File: src/rtl/marlann_smem_responder.sv
// Responder end of the sequencer instruction-fetch port: assembles 32-bit fetches from a
// 16-bit single-port code SRAM and shares that SRAM round-robin with a host load port.
module marlann_smem_responder #(
  parameter int ADDR_BITS = 16,
  parameter bit SEQ_FIRST = 1'b1
) (
  input  logic                 clock,
  input  logic                 resetn,
  input  logic                 smem_valid,
  output logic                 smem_ready,
  input  logic [15:0]          smem_addr,
  output logic [31:0]          smem_data,
  input  logic                 host_valid,
  output logic                 host_ready,
  input  logic                 host_write,
  input  logic [15:0]          host_addr,
  input  logic [15:0]          host_wdata,
  output logic [15:0]          host_rdata,
  output logic                 ram_en,
  output logic                 ram_wen,
  output logic [ADDR_BITS-1:0] ram_addr,
  output logic [15:0]          ram_wdata,
  input  logic [15:0]          ram_rdata
);

  typedef enum logic [2:0] {
    IDLE, SEQ_HI, SEQ_CAP, SEQ_ACK, HOST_CAP, HOST_ACK
  } state_t;

  state_t      state_q, state_d;
  logic        last_seq_q, last_seq_d;
  logic [15:0] addr_q, addr_d;
  logic [15:0] lo_q, lo_d;
  logic [31:0] smem_data_q, smem_data_d;
  logic        smem_ready_q, smem_ready_d;
  logic        host_ready_q, host_ready_d;
  logic [15:0] host_rdata_q, host_rdata_d;
  logic        host_wr_q, host_wr_d;

  logic        grant_seq, grant_host;
  logic [15:0] addr_inc;
  logic        ram_en_c, ram_wen_c;
  logic [15:0] ram_addr_c, ram_wdata_c;

  // When both request, the side that did not win last time gets the SRAM.
  assign grant_seq  = smem_valid && (!host_valid || !last_seq_q);
  assign grant_host = host_valid && !grant_seq;
  assign addr_inc   = addr_q + 16'd1;

  always_comb begin
    state_d      = state_q;
    last_seq_d   = last_seq_q;
    addr_d       = addr_q;
    lo_d         = lo_q;
    smem_data_d  = smem_data_q;
    smem_ready_d = 1'b0;
    host_ready_d = 1'b0;
    host_rdata_d = host_rdata_q;
    host_wr_d    = host_wr_q;
    ram_en_c     = 1'b0;
    ram_wen_c    = 1'b0;
    ram_addr_c   = 16'd0;
    ram_wdata_c  = 16'd0;
    case (state_q)
      IDLE: begin
        if (grant_seq) begin
          ram_en_c   = 1'b1;
          ram_addr_c = smem_addr;
          addr_d     = smem_addr;
          last_seq_d = 1'b1;
          state_d    = SEQ_HI;
        end else if (grant_host) begin
          ram_en_c    = 1'b1;
          ram_wen_c   = host_write;
          ram_addr_c  = host_addr;
          ram_wdata_c = host_wdata;
          host_wr_d   = host_write;
          last_seq_d  = 1'b0;
          state_d     = HOST_CAP;
        end
      end
      SEQ_HI: begin
        ram_en_c   = 1'b1;
        ram_addr_c = addr_inc;
        // A dropped valid means the sequencer restarted; the fetch is abandoned silently.
        if (!smem_valid) begin
          state_d = IDLE;
        end else begin
          lo_d    = ram_rdata;
          state_d = SEQ_CAP;
        end
      end
      SEQ_CAP: begin
        if (!smem_valid) begin
          state_d = IDLE;
        end else begin
          smem_data_d  = {ram_rdata, lo_q};
          smem_ready_d = 1'b1;
          state_d      = SEQ_ACK;
        end
      end
      SEQ_ACK: state_d = IDLE;
      HOST_CAP: begin
        host_ready_d = 1'b1;
        if (!host_wr_q) host_rdata_d = ram_rdata;
        state_d = HOST_ACK;
      end
      HOST_ACK: state_d = IDLE;
      default:  state_d = IDLE;
    endcase
  end

  always_ff @(posedge clock or negedge resetn) begin
    if (!resetn) begin
      state_q      <= IDLE;
      last_seq_q   <= !SEQ_FIRST;
      addr_q       <= 16'd0;
      lo_q         <= 16'd0;
      smem_data_q  <= 32'd0;
      smem_ready_q <= 1'b0;
      host_ready_q <= 1'b0;
      host_rdata_q <= 16'd0;
      host_wr_q    <= 1'b0;
    end else begin
      state_q      <= state_d;
      last_seq_q   <= last_seq_d;
      addr_q       <= addr_d;
      lo_q         <= lo_d;
      smem_data_q  <= smem_data_d;
      smem_ready_q <= smem_ready_d;
      host_ready_q <= host_ready_d;
      host_rdata_q <= host_rdata_d;
      host_wr_q    <= host_wr_d;
    end
  end

  // SRAM controls are combinational from IDLE inputs, so they are gated off while in reset.
  assign ram_en     = ram_en_c & resetn;
  assign ram_wen    = ram_wen_c & resetn;
  assign ram_addr   = resetn ? ram_addr_c[ADDR_BITS-1:0] : '0;
  assign ram_wdata  = resetn ? ram_wdata_c : 16'd0;
  assign smem_ready = smem_ready_q;
  assign smem_data  = smem_data_q;
  assign host_ready = host_ready_q;
  assign host_rdata = host_rdata_q;

endmodule

File: config.mk
export PLATFORM = sky130hd
export DESIGN_NAME = marlann_smem_responder
export DESIGN_NICKNAME = d
export VERILOG_FILES = /design/src/rtl/marlann_smem_responder.sv
export SDC_FILE = /design/constraint.sdc
export NUM_CORES = 1
export LEC_CHECK = 0
export ABC_AREA = 1
export CAP_MARGIN = 20
export CORE_ASPECT_RATIO = 0.8
export CORE_MARGIN = 3
export CORE_UTILIZATION = 45
export DETAILED_ROUTE_END_ITERATION = 10
export GPL_ROUTABILITY_DRIVEN = 0
export PLACE_DENSITY = 0.88
export SLEW_MARGIN = 20
export SYNTH_ARGS = -nofsm -noshare
export SYNTH_HDL_FRONTEND = slang
export SYNTH_SLANG_ARGS = --single-unit
export TNS_END_PERCENT = 100
File: constraint.sdc
create_clock -name clock -period 2.1 [get_ports clock]
set_input_delay 0.42 -clock clock [delete_from_list [all_inputs] [get_ports clock]]
set_output_delay 0.42 -clock clock [all_outputs]
set_load 0.02 [all_outputs]
After elaboration in Yosys (flattened, before gate mapping) --
Cells that the tools add are included.
Storage, ports and cells: output and inout port bits 84, input bits 69, word-level logic and storage cells 56, register bits 87
Cells by class: equality and inequality tests 4, add/subtract/negate cells 1, mux-type cells 24, bitwise logic cells 4, reduce and logical (&&, ||, !) cells 14
Operators by type and width (count):
- $mux W16 | 7
- $pmux W16 S2 | 1
- $add A16 B1 Y16 const B | 1
- $pmux W3 S4 | 1
- $mux W1 | 10
- $reduce_and A2 Y1 | 5
- $mux W3 | 2
- $mux W2 | 2
- $eq A3 B1 Y1 const B | 1
- $eq A3 B2 Y1 const B | 1
- $eq A3 B3 Y1 const B | 1
- $logic_not A1 Y1 | 3
- $logic_not A3 Y1 | 1
- $ne A3 B3 Y1 const B | 1
- $reduce_and A3 Y1 | 1
- $and A1 B1 Y1 | 2
- $logic_and A1 B1 Y1 | 2
- $not A1 Y1 | 2
- $pmux W1 S2 | 1
- $reduce_bool A2 Y1 | 1
- $logic_or A1 B1 Y1 | 1

Longest topological paths before layout --
Gate-level depths: netlist (run 1).
word-level depth 9, gate-level depth with buffers 8, gate-level depth less buffers 8

Least setup slack after synthesis (run 1) --
OpenSTA, ideal clock, no wires.
path type reg2out, start register state_q[2], end output ram_addr[0], arrival 1.480 ns, required time 1.680 ns, slack 0.200 ns, buffers on the path 1, stages on the path, launching flop included 7, path through dfrtp_1 nor2_2 nand2_2 nor2_4 buf_6 nand2_1 a31oi_1
On the way: longest elaborated chain between the ends 3, elaborated cells on any way between the ends 4, classes of those cells 1 x eq/ne; 2 x mux; 1 x reduce/logical
RTL lines:
- start: declaration | RTL line 30 | state_t state_q, state_d;
- start signal: assignment | RTL line 125 | state_q <= state_d;
- $eq A3 B1 Y1 / $logic_not A3 Y1 (equally long branches) | RTL line 64 | case (state_q)
- $pmux W16 S2 * | RTL line 64
- $mux W16 * | RTL line 140 | assign ram_addr = resetn ? ram_addr_c[ADDR_BITS-1:0] : '0;
- end: declaration | RTL line 21 | output logic [ADDR_BITS-1:0] ram_addr,
Mark *: on every way between the ends. The rest lies on a longest branch, timed or not.

Worst setup path after layout (run 1) --
start register state_q[1], end output ram_addr[1]
Same word-level chain as after synthesis.

==> results by group, run 1 <==
Status
  • Outcome: finished, violations left
  • Failing checks: negative setup slack

Floorplanning
  • Core area: 8671 um^2
  • Die Ht: 91.30 um
  • Die area: 10280 um^2
  • Die X: 112.6 um
  • Initial Util: 47.20%
  • FP Rows: 30
  • Ports: 153

Detailed routing
  • DR WL met2: 7535 um
  • Routed Antenna Nets: 0
  • DRT Pass-1 Iters: 5
  • Residual DRC: 0
  • M1 WL: 5737 um
  • DR WL met3: 1326 um
  • Routed wire length: 14990 um
  • Via-to-Cell Ratio: 5.302
  • Top Layer Used: met4
  • DRT iter0 DRCs: 321
  • Wire per inst: 17.79 um
  • Routed vias: 4470

Synthesis
  • Ys async rst share: 100.0%
  • Synth top cells by count: 156 x nand2_1, 87 x dfrtp_1, 66 x inv_1
  • Syn_area_per_cell: 8.025 um^2
  • Sequential share of the synthesized area: 53.19%
  • #FFs+latches synth: 87
  • Syn Nets: 580
  • EDFF count, synth: 0
  • Predominant post-synthesis flop cell: dfrtp_1
  • Yosys top cell area share: 53.19%
  • Cells after Synth: 510
  • Synth Cell Area: 4093 um^2
  • Synth area leaders: dfrtp_1 53%, nand2_1 14%, inv_1 6.1%
  • Synth warn: 0
  • Biggest area consumer among synthesized cells: dfrtp_1
  • Cell variety after synth: 26
  • Most frequent cell after synthesis: nand2_1

Final layout
  • Layout cells sized above 1: 27.09%
  • Area Growth Syn to Fin: 68.42%
  • Final nets: 796
  • N_diodes: 0
  • Fin cells: 843

Timing
  • Final Hold Viols: 0
  • Clock skew: 0.008383 ns
  • Final worst-path cycle share: 109.6%
  • Max-slew violation count: 0
  • Post-route setup slack: -0.2012 ns
  • Slew @ Worst Pin: 0.7304 ns
  • Min cycle time layout: 2.301 ns
  • Final setup viols: 34
  • Hold WS: 0.06969 ns
  • Slew headroom: 51.31%
  • Fmax: 434.6 MHz
  • TNS Setup: -4.316 ns
  • RSZ-0062 raised after global routing: true

Worst setup path
  • Critical path peak fanout: 5
  • Worst EP required: 1.68 ns
  • Element type at the critical path start: flop
  • Crit. End Element: primary output
  • Setup CP Type: reg -> out
  • Crit path DAT: 1.88 ns

Global routing
  • GRT Total Usage: 26.73%
  • Pin count of the biggest net entering global routing: 61
  • Vias in the first global route: 4543
  • Global-route wire length before repair: 22340 um
  • Initial antenna violation count: 0
  • Grt ovf: 0

Placement
  • IO buf count: 152
  • Placed insts: 806
  • DP HPWL: 9303 um
  • Post-Place Worst Slack: -0.6793 ns

Power
  • Tot Pwr: 0.009471 W
  • Cell Pwr Density: 1374 nW/um^2
  • Max VDD drop: 0.0008177 V
  • Leak pwr: 3.346 nW

Flow run
  • Maxcap violations: 0

Clock network
  • Number of buffers created by CTS: 9
  • Clock Tree Buf Depth: 2
  • Clk Latency, worst-skew pair: 0.33 ns
  • CTS Root Cell: clkbuf_16
  • # clock sinks: 87
  • H-Tree Depth: 3
  • CTS tree: built
  • Clock transition at path regs: 0.06 ns

Min path
  • Hold Path Class: in -> async
-- layer usage --
layer,vias to the layer above,track usage [%]
li1,2035,-
met1,2137,33.83
met2,251,45.71
met3,47,7.328
met4,0,6.206
met5,-,0
-- path summary, 6_finish.rpt --
| check | startpoint | cells after the start | end | slack, ns |
|---|---|---|---|---|
| max | state_q[1] | 9 | ram_addr[1] | -0.20 |
| min | resetn | 2 | addr_q[10] | 0.07 |
| max reg2reg | state_q[1] | 8 | host_rdata[12] | 0.28 |
| min reg2reg | lo_q[14] | 2 | smem_data[14] | 0.48 |
| max in group asynchronous | resetn | 2 | smem_data[10] | 1.28 |
| min in group clock | lo_q[14] | 2 | smem_data[14] | 0.48 |
-- cells by family (layout without fill, tap and decap cells) --
group | count (synthesis) | count (layout) | synth area share [%]
flops | 87 | 87 | 53.19
simple gates | 231 | 232 | 23.69
compound gates | 101 | 101 | 13.24
buf+inv | 90 | 310 | 9.569
fa+ha+maj | 1 | 1 | 0.3057
-- layout make-up --
type | instances | area (um^2)
Sequential cell | 87 | 2178
Clock buffer | 10 | 229.0
Multi-Input combinational cell | 334 | 1853
Tap cell | 112 | 140.1
Clock inverter | 6 | 76.32
Timing Repair Buffer | 223 | 2150
Inverter | 71 | 266.5
Fill cell | 505 | 1778
-- critical path, cell delays in order, from the launching register on --
cell,delay [ns]
dfrtp_1,0.42
buf_6,0.14
nor2_4,0.09
nand2_2,0.09
nor2_4,0.16
buf_12,0.15
buf_16,0.13
nand2_2,0.05
a31oi_1,0.14
buf_2,0.19
-- power by group --
group | internal (W) | switching, W | total, W
Clock | 0.000944 | 0.000680 | 0.00162
Sequential | 0.00244 | 0.000547 | 0.00299
Combinational | 0.00222 | 0.00264 | 0.00486
Total | 0.00561 | 0.00386 | 0.00947
-- flip-flops by register name (all words and copies together) (netlist names) --
signal	cells
host_rdata	16
smem_ready	1
state_q	3
addr_q	16
last_seq_q	1
lo_q	16
host_wr_q	1
smem_data	32
host_ready	1
-- per-stage QoR --
step | area [um^2] | util (%)
after floorplan | 4093 | -
after global placement | 6077 | 70.09
after detailed placement | 6077 | 70.09
after CTS | 6669 | 76.91
after global routing | 6893 | 79.49
final | 6893 | 79.49
-- what timing repair did --
action,in CTS,in global routing
hold buffers,0,0
setup endpoints to repair,34,33
buffers inserted,12,6
gates resized for setup,230,46
cloned,3,1
pin swaps,26,22
-- cell usage in the layout, fill, tap and decap left out, types with 2 or more instances in the layout --
cell type | Yosys | final
a21oi_1 | 21 | 5
a21oi_2 | 0 | 16
a31oi_1 | 7 | 5
a31oi_4 | 0 | 2
buf_12 | 0 | 5
buf_16 | 0 | 3
buf_4 | 3 | 79
buf_6 | 4 | 17
clkbuf_16 | 0 | 9
clkdlybuf4s50_1 | 0 | 115
clkinv_4 | 0 | 2
dfrtp_1 | 87 | 86
dlygate4sd2_1 | 0 | 3
inv_1 | 66 | 64
inv_2 | 4 | 6
inv_6 | 0 | 2
nand2_1 | 156 | 146
nand2_2 | 3 | 10
nand2_4 | 1 | 3
nand2_8 | 0 | 2
nand3_1 | 22 | 15
nand3_2 | 0 | 6
nand4_1 | 2 | 2
nor2_1 | 37 | 17
nor2_2 | 6 | 11
nor2_4 | 1 | 16
o21ai_0 | 35 | 32
o21ai_1 | 27 | 30
o21bai_1 | 10 | 10
Power figures use the tool's default switching activity.
==> inputs of run 2 (changes only) <==
--- a/config.mk
+++ b/config.mk
@@ -8,11 +8,13 @@
 export ABC_AREA = 1
 export CAP_MARGIN = 20
 export CORE_ASPECT_RATIO = 0.8
-export CORE_MARGIN = 3
+export CORE_MARGIN = 4
 export CORE_UTILIZATION = 45
+export CTS_CLUSTER_DIAMETER = 30
 export DETAILED_ROUTE_END_ITERATION = 10
+export DONT_BUFFER_PORTS = 1
 export GPL_ROUTABILITY_DRIVEN = 0
-export PLACE_DENSITY = 0.88
+export PLACE_DENSITY = 0.67
 export SLEW_MARGIN = 20
 export SYNTH_ARGS = -nofsm -noshare
 export SYNTH_HDL_FRONTEND = slang
==> results by group, run 2 (same netlist as run 1, synthesis figures left out) <==
Detailed routing
  • Residual DRC: 0
  • Via-to-Cell Ratio: 5.133
  • DRT Pass-1 Iters: 5
  • DRT iter0 DRCs: 279
  • Wire per inst: 15.65 um
  • Routed Antenna Nets: 0
  • Routed wire length: 10490 um
  • Routed vias: 3439

Worst setup path
  • Element type at the critical path start: flop
  • RR Startpoint: state_q[1]
  • RR Endpoint: lo_q[11]
  • Slowest-stage cell, CP: dfrtp_1
  • Setup CP Type: reg -> out
  • Worst path cell trace: buf_6 > nor2_4 > nand2_2 > nor2_4 > buf_12 > clkbuf_16 > a21oi_1 > a21oi_1 > buf_4
  • Worst r2r path cells: 6
  • Crit path depth: 9
  • Crit path DAT: 1.84 ns
  • Reg-to-reg slack, setup: 0.41 ns
  • Gate family responsible for the most delay along the worst path: buffers and inverters
  • Crit. Startpoint: state_q[1]
  • Crit. End Element: primary output
  • Worst EP required: 1.68 ns
  • Worst Setup EP: ram_addr[10]
  • Critical path peak fanout: 4
  • CP max stage delay: 0.42 ns
  • Buf/Inv on CP: 4

Clock network
  • # clock sinks: 87
  • CTS tree: built
  • Number of buffers created by CTS: 9
  • H-Tree Depth: 3
  • Clock transition at path regs: 0.06 ns
  • Clock Tree Buf Depth: 2
  • Clk Latency, worst-skew pair: 0.33 ns
  • CTS Root Cell: clkbuf_16

Final layout
  • Layout cells sized above 1: 18.10%
  • Most frequent cells in the layout: 155 x nand2_1, 86 x dfrtp_1, 64 x inv_1
  • Most common cell after layout, fill and taps aside: nand2_1
  • Max FFs per register: 32
  • Final nets: 623
  • Filler instances: 768
  • N_diodes: 0
  • Post-route cell area: 4952 um^2
  • Area Growth Syn to Fin: 21.00%

Timing
  • Final worst-path cycle share: 107.5%
  • Hold WS: -0.2210 ns
  • Max-slew violation count: 0
  • Post-route setup slack: -0.1582 ns
  • Slew headroom: 59.36%
  • Final Hold Viols: 87
  • Clock skew: 0.005191 ns
  • Slew @ Worst Pin: 0.6075 ns
  • Final setup viols: 33
  • RSZ-0062 raised after global routing: true
  • Min cycle time layout: 2.258 ns
  • Fmax: 442.8 MHz

Flow run
  • Maxcap violations: 0

Floorplanning
  • Die Ht: 93.30 um
  • Ports: 153
  • FP Rows: 30
  • Core area: 8671 um^2
  • Die area: 10690 um^2
  • Die X: 114.6 um
  • Initial Util: 47.20%

Placement
  • Placed instance area: 4433 um^2
  • DP HPWL: 7292 um
  • IO buf count: 0

Global routing
  • GRT Total Usage: 19.68%
  • Vias in the first global route: 3352
  • Grt ovf: 0
  • Pin count of the biggest net entering global routing: 91
  • Global-route wire length before repair: 16690 um
  • Initial antenna violation count: 0

Min path
  • Hold Path Class: in -> async

Power
  • Cell Pwr Density: 1519 nW/um^2
  • Tot Pwr: 0.007520 W
  • Leak pwr: 2.549 nW
  • Max VDD drop: 0.0007512 V

Status
  • Failing checks: negative hold slack, negative setup slack
  • Outcome: finished, violations left
## run 2: changes by cell type in the layout (fill, tap and decap cells not counted), sizes merged
cell / delta
nand2: -1
dlygate4sd2: -3
clkbuf: +3
inv: -2
clkinv: -1
buf: -55
clkdlybuf4s50: -115
clkinvlp: +1
## run 2: metrics by stage
stage	utilization (%)	setup TNS (ns)	std cells	hold slack (ns)	worst slack [ns]
2_1_floorplan	-	0	510	0.1244	0.1999
3_3_place_gp	51.13	0	644	0.1261	0.1241
3_5_place_dp	51.13	0	644	0.1261	0.09894
4_1_cts	56.03	-2.852	667	-0.2335	-0.1321
5_1_grt	57.11	-6.721	670	-0.2446	-0.2422
6_report	57.11	-3.096	670	-0.2210	-0.1582
## run 2: worst min-delay path by stage
stage                      start             to  cells past startpoint
after floorplan           resetn      addr_q[0]                      0
after global placement    resetn  smem_data[24]                      0
after detailed placement  resetn  host_rdata[8]                      0
after CTS                 resetn       lo_q[13]                      0
after global routing      resetn  host_rdata[8]                      0
final                     resetn  host_rdata[8]                      0
## run 2: metal layers
metal	GRT usage (%)	vias up	routed length (um)	part of all wire, %
met1	26.62	1619	4551	43
met4	4.847	0	112	1.1
met3	5.951	10	817	7.8
met5	0	-	0	0
met2	31.06	130	5007	48
li1	-	1680	-	-
## run 2: cell type report
| class | instances | area [um^2] | share of cell area, % |
|---|---|---|---|
| clock buffers | 12 | 236.5 | 4.775 |
| clock inverters | 4 | 55.05 | 1.112 |
| inverters | 71 | 271.5 | 5.483 |
| multi-input cells | 333 | 1610 | 32.52 |
| flip-flops and latches | 87 | 2178 | 43.99 |
| well taps | 112 | 140.1 | 2.830 |
| repair buffers | 51 | 460.4 | 9.298 |
## run 2: report_power, final
| group | switching [W] | total, W | leakage, nW | internal (W) |
|---|---|---|---|---|
| registers | 0.00112 | 0.00357 | 1.10 | 0.00244 |
| logic | 0.00141 | 0.00239 | 1.32 | 0.000983 |
| clock network | 0.000632 | 0.00156 | 0.137 | 0.000929 |
## run 2: repair_timing
action / 4_1_cts / 5_1_grt
endpoints found under the hold margin: 87 / 87
endpoints found under the setup margin: 33 / 33
buffers inserted: 6 / 2
resized for setup: 19 / 15
pin swaps: 7 / 5
gates cloned: 1 / 1
==> inputs of run 3 (changes only) <==
--- a/config.mk
+++ b/config.mk
@@ -15,7 +15,7 @@
 export DONT_BUFFER_PORTS = 1
 export GPL_ROUTABILITY_DRIVEN = 0
 export PLACE_DENSITY = 0.67
-export SLEW_MARGIN = 20
+export SLEW_MARGIN = 10
 export SYNTH_ARGS = -nofsm -noshare
 export SYNTH_HDL_FRONTEND = slang
 export SYNTH_SLANG_ARGS = --single-unit
==> results of run 3 <==
No change in the layout: final DEF, timing and power equal those of run 2.
